--- src/rtl/fifo_stream_reader.sv ---
// Read-side master for the FIFO block: issues credit-limited reads and re-presents words as a valid/ready stream.
// Optional word counter enabled by defining FIFO_READER_CNT_EN.
module fifo_stream_reader #(
    parameter int DATA_WIDTH = 32
) (
    input  logic                  clk,
    input  logic                  reset,
    input  logic                  en,
    input  logic                  fifo_empty,
    input  logic [DATA_WIDTH-1:0] fifo_data,
    output logic                  fifo_re,
    output logic                  m_valid,
    output logic [DATA_WIDTH-1:0] m_data,
    input  logic                  m_ready,
    output logic [31:0]           word_count
);

    localparam logic [1:0] LAST_SLOT = 2'd2;

    logic [1:0]            occ;
    logic                  inflight;
    logic [1:0]            rd_ptr;
    logic [1:0]            wr_ptr;
    logic [DATA_WIDTH-1:0] buf_mem [3];
    logic                  pop;
    logic [2:0]            credit_used;

    function automatic logic [1:0] next_ptr(input logic [1:0] ptr);
        return (ptr == LAST_SLOT) ? 2'd0 : ptr + 2'd1;
    endfunction

    // A read is issued only if a buffer slot is already reserved for its data,
    // counting the word still in flight; m_ready never enters this path.
    always_comb begin
        credit_used = {1'b0, occ} + {2'b00, inflight};
        fifo_re     = ~reset & en & ~fifo_empty & (credit_used < 3'd3);
        m_valid     = (occ != 2'd0);
        pop         = m_valid & m_ready;
        m_data      = m_valid ? buf_mem[rd_ptr] : '0;
    end

    // NOTE: sequential state uses non-blocking assignments so every flop samples pre-edge values.
    always_ff @(posedge clk) begin
        if (reset) begin
            occ      <= 2'd0;
            inflight <= 1'b0;
            rd_ptr   <= 2'd0;
            wr_ptr   <= 2'd0;
        end else begin
            inflight <= fifo_re;
            if (inflight) wr_ptr <= next_ptr(wr_ptr);
            if (pop)      rd_ptr <= next_ptr(rd_ptr);
            occ <= 2'(({1'b0, occ} + {2'b00, inflight}) - {2'b00, pop});
        end
    end

    // NOTE: the data store is deliberately not reset; occ gates m_valid/m_data, so stale contents are never visible.
    always_ff @(posedge clk) begin
        if (inflight && !reset) buf_mem[wr_ptr] <= fifo_data;
    end

`ifdef FIFO_READER_CNT_EN
    logic [31:0] word_count_q;

    always_ff @(posedge clk) begin
        if (reset)    word_count_q <= 32'd0;
        else if (pop) word_count_q <= word_count_q + 32'd1;
    end

    assign word_count = word_count_q;
`else
    assign word_count = 32'd0;
`endif

endmodule
--- config.mk ---
export PLATFORM = sky130hd
export DESIGN_NAME = fifo_stream_reader
export DESIGN_NICKNAME = d
export VERILOG_FILES = /design/src/rtl/fifo_stream_reader.sv
export SDC_FILE = /design/constraint.sdc
export NUM_CORES = 1
export LEC_CHECK = 0
export CAP_MARGIN = 25
export CORE_MARGIN = 1.5
export CORE_UTILIZATION = 35
export CTS_BUF_LIST = sky130_fd_sc_hd__clkbuf_4 sky130_fd_sc_hd__clkbuf_8
export DETAILED_ROUTE_END_ITERATION = 7
export PLACE_DENSITY = 0.67
export SYNTH_ARGS = -nofsm -noshare
export SYNTH_HDL_FRONTEND = slang
export SYNTH_SLANG_ARGS = --single-unit
--- constraint.sdc ---
create_clock -name clk -period 7.15 [get_ports clk]
set_input_delay 1.0725 -clock clk [delete_from_list [all_inputs] [get_ports clk]]
set_output_delay 1.0725 -clock clk [all_outputs]
set_load 0.05 [all_outputs]
; Word level (Yosys, flattened, before mapping)
; Memories as Yosys holds them, arrays and structs flattened. A register that Yosys moved wholly into a read port is not among the register bits.
; Index checks and enable logic that the tools add are counted.
[totals]
n_memories = 1
output_inout_bits = 66
latch_bits = 0
ff_bits = 7
romBits = 0
wordCells = 28
mem_bits_rw = 96
input_bits = 37
[classes]
shift = 0
muxes = 7
n_mul = 0
n_eq_ne = 2
n_bitwise = 6
n_lt_le_gt_ge = 1
reduce_logical = 3
addsub = 4
div = 0
[mem_list]
columns = name, depth, word_bits, read_ports, rd_ports_with_merged_regs, wr, line_no
row1 = buf_mem, 3, 32, 1, 1, 1, 24  ; logic [DATA_WIDTH-1:0] buf_mem [3];
[ops]
columns = cell, count
row1 = 32-bit two-way mux, 1
row2 = 2-bit two-way mux, 4
row3 = 2-bit by 1-bit adder with 2-bit output (second input constant), 2
row4 = 1-bit AND, 4
row5 = 2-bit == test (second input constant), 2
row6 = 2-bit by 1-bit adder with 3-bit output, 1
row7 = 3-bit by 2-bit < comparator with 1-bit output (second input constant), 1
row8 = 1-bit two-way mux, 2
row9 = 1-bit inverter, 2
row10 = 2-bit nonzero test, 1
row11 = 2-bit by 1-bit subtractor with 2-bit output, 1
row12 = 1-bit logical AND, 1
row13 = 1-bit zero test, 1

; Logic depth before layout (Yosys ltp)
[depth]
ltp_word = 4
depth_mapped = 5
mapped_depth_nobuf = 5

; Least setup slack after synthesis
; No wires, ideal clock.
[synth_timing]
path_type = input -> register
from = input reset
to = memory buf_mem[0][0], enable pin
slack_ps = 2035
arrival_ps = 4602
required_time_ps = 6637
path_buffers = 1
path_stages = 2
setup_ps = 513
cell_sequence = buf_6 nor4b_1
[synth_between]
elab_chain_len = 4
[synth_lines]
columns = item, line_no
row1 = start: declaration, 7  ; input logic reset,
row2 = 1-bit zero test, 59  ; if (inflight && !reset) buf_mem[wr_ptr] <= fifo_data;
row3 = 1-bit logical AND, 59
row4 = 1-bit two-way mux, 59
row5 = 1-bit two-way mux (not written as such), 59
row6 = end: declaration, 24
; No other way between the ends.

; Final worst setup path
[layout_timing]
from = input reset
to = output fifo_re
[layout_between]
elab_chain_len = 4
[layout_lines]
columns = item, line_no
row1 = 1-bit inverter, 36  ; fifo_re = ~reset & en & ~fifo_empty & (credit_used < 3'd3);
row2 = 1-bit AND (3 in a row), 36
row3 = end: declaration, 11  ; output logic fifo_re,
; No other way between the ends.

==> reports/qor.yml <==
status: "completed"
dp_hpwl_um: 4836
fin_crit_sh: 0.6119
first_pass_iters: 4
grt_pass1_vias: 2458
overflow: 0
routed_wl_um: 7926
slew_headroom: 0.4825
via_per_inst: 4.523
wl_per_cell_um: 15.07
finalClockSkew_ns: 0.01420
p_switching_mw: 0.7237
hold_violations: 0
grt_first_pass_wirelength_um: 12620
start_kind: "input pin"
p_leak_nw: 2.215
crit_fanout: 12
row_count: 41
synthesis.area_mm2: 0.004634
netlist.area_leader.share: 0.6220
min_period_ns: 4.375
p_comb_frac: 0.436
critPathArrivalTime_ns: 3.30
peakVddDrop_mv: 0.1868
yosys-top-cells-area: "edfxtp_1 62%, mux2_4 9.7%, o211a_1 6.9%"
chipWidth_um: 118.1
post_cts_buffers: 0
whs_ns: 0.5226
ys.flop_type: "edfxtp_1"
slew_violations: 0
worstHoldPathType: "reg -> reg"
num_antenna_cells: 0
die_h_um: 118.1
ys_types: 27
tightest_slew_ns: 0.7762
h-tree-depth: 3
io_pins: 103
fill_cells: 1138
fin_tns_setup_ns: 0
fin_nets: 389
core_area_mm2: 0.01277
synth.most_common_cell: "edfxtp_1"
yosysWarnings: 0
worstPathCellList: "clkdlybuf4s50_1, or4b_1, a21oi_1, clkdlybuf4s50_1"
synth_edf_count: 96
drc_errors: 0
detail-route-antenna-nets: 0
port_buffers: 70
place_congestion: 0.6796
cpMostUsedCell: "clkdlybuf4s50_1"
critPathRequiredTime_ns: 6.08
syn_avg_cell_area_um2: 16.67
path_clk_slew_ns: 0.09
yosys.area.top_type: "edfxtp_1"
intPower_mw: 1.160
clockBufferDepth: 2
syn_inst: 278
cts_hold_buf: 0
max_freq_mhz: 228.6
cts_resized: 0
drtIter0Drc: 123
grt_antenna_before_repair: 0
drv_cap: 0
power.share.switching: 0.3842
ys_seq_area_frac: 0.6609
grt_max_degree: 65
power.total_mw: 1.884
ys_ff_latch: 105
via_count: 2379
setup_viol: 0
cts_tree: "yes"
grt_setup_unrepaired: "no"
fp.dieArea_mm2: 0.01394
drive_above_1_share: 0.1695
grtUsageTotal: 0.1179
cts_buffers: 9
critPathKind: "in -> out"
cp_slowest_cell: "clkdlybuf4s50_1"
p_seq_frac: 0.379
clockRootBuffer: "clkbuf_8"
p_per_area_mw_per_mm2: 337.4
synth_common_cells: "96 x edfxtp_1, 35 x nand2b_1, 33 x buf_4"
async_reset_ff_frac: 0
clk_latency_ns: 0.35
clock_power_share: 0.185
areaGrowthSynthToFinish_pct: 20.46
max_stage_delay_ns: 0.81
cts_sinks: 105
end_kind: "output pin"
initial_core_util: 0.3628
sequential cells by signal, indices dropped and copies added (netlist names), named ones only:
signal / count
buf_mem: 96
wr_ptr: 2
inflight: 1
occ: 2
rd_ptr: 2
area by class of cell:
type,count,area (um^2),share of cell area
Sequential cell,105,3065,0.5491
Multi-Input combinational cell,155,1328,0.2378
Timing Repair Buffer,77,785.8,0.1407
Tap cell,172,215.2,0.03855
Clock buffer,11,138.9,0.02488
Clock inverter,5,46.29,0.008292
Inverter,1,3.754,0.0006723
cells in the final DEF, fill, tap and decap left out, drive strengths merged:
cell type and instances:
conb 32, or2 1, o211a 32, clkinv 4
o21a 1, nor4b 1, inv 1, nor2 3
nor2b 1, mux2 33, dfxtp 9, a21oi 4
edfxtp 96, buf 7, or4b 1, or3b 2
mux2i 1, bufinv 1, nand2 1, clkbuf 11
xnor2 1, ha 3, nor3 2, nand3b 1
clkdlybuf4s50 70, nand2b 35
logic make-up after synthesis:
group	after synthesis	share of synthesized area
compound gates	37	0.07506
xor+xnor	1	0.001890
fa+ha+maj	3	0.008100
buf+inv	49	0.08180
flops	105	0.6609
mux	34	0.1066
other cells	1	0.0008092
simple gates	48	0.06480
through the flow:
step / setup WS (ns) / utilization / instance area, um^2 / std cells
after CTS: 2.746 / 0.4371 / 5583 / 526
after detailed placement: 2.760 / 0.4226 / 5398 / 510
after global placement: 2.805 / 0.4188 / 5350 / 508
final: 2.775 / 0.4371 / 5583 / 526
after global routing: 2.674 / 0.4371 / 5583 / 526
after floorplan: 2.035 / - / 4751 / 309
power by group through the flow:
| stage | Combinational, mW | Clock [mW] | Sequential [mW] |
|---|---|---|---|
| floorplan | 0.640 | 0 | 0.706 |
| global placement | 0.804 | 0 | 0.746 |
| detailed placement | 0.831 | 0 | 0.730 |
| CTS | 0.835 | 0.365 | 0.716 |
| global route | 0.859 | 0.390 | 0.719 |
| finish | 0.821 | 0.349 | 0.715 |
routing by layer:
layer	up-vias	GRT usage	wire, um
met3	7	0.03391	419
met2	82	0.1940	3795
li1	1114	-	-
met4	0	0.03201	86
met1	1176	0.1517	3624
met5	-	0	0
critical path, delay by kind of cell:
family	cells	cell delay, ns
buffers and inverters	2	1.46
AND/OR/NAND/NOR	1	0.63
AO/OA/AOI/OAI	1	0.13
final timing paths:
| path | slack, ns | endpoint | cells after the start | start |
|---|---|---|---|---|
| setup / recovery | 2.78 | fifo_re | 4 | reset |
| hold / removal | 0.52 | flop | 2 | rd_ptr[1] |
| setup reg to reg | 5.45 | buf_mem[1][6] | 3 | inflight |
| hold reg to reg | 0.52 | flop | 2 | rd_ptr[1] |
No activity file was read; power rests on OpenSTA's default activity.
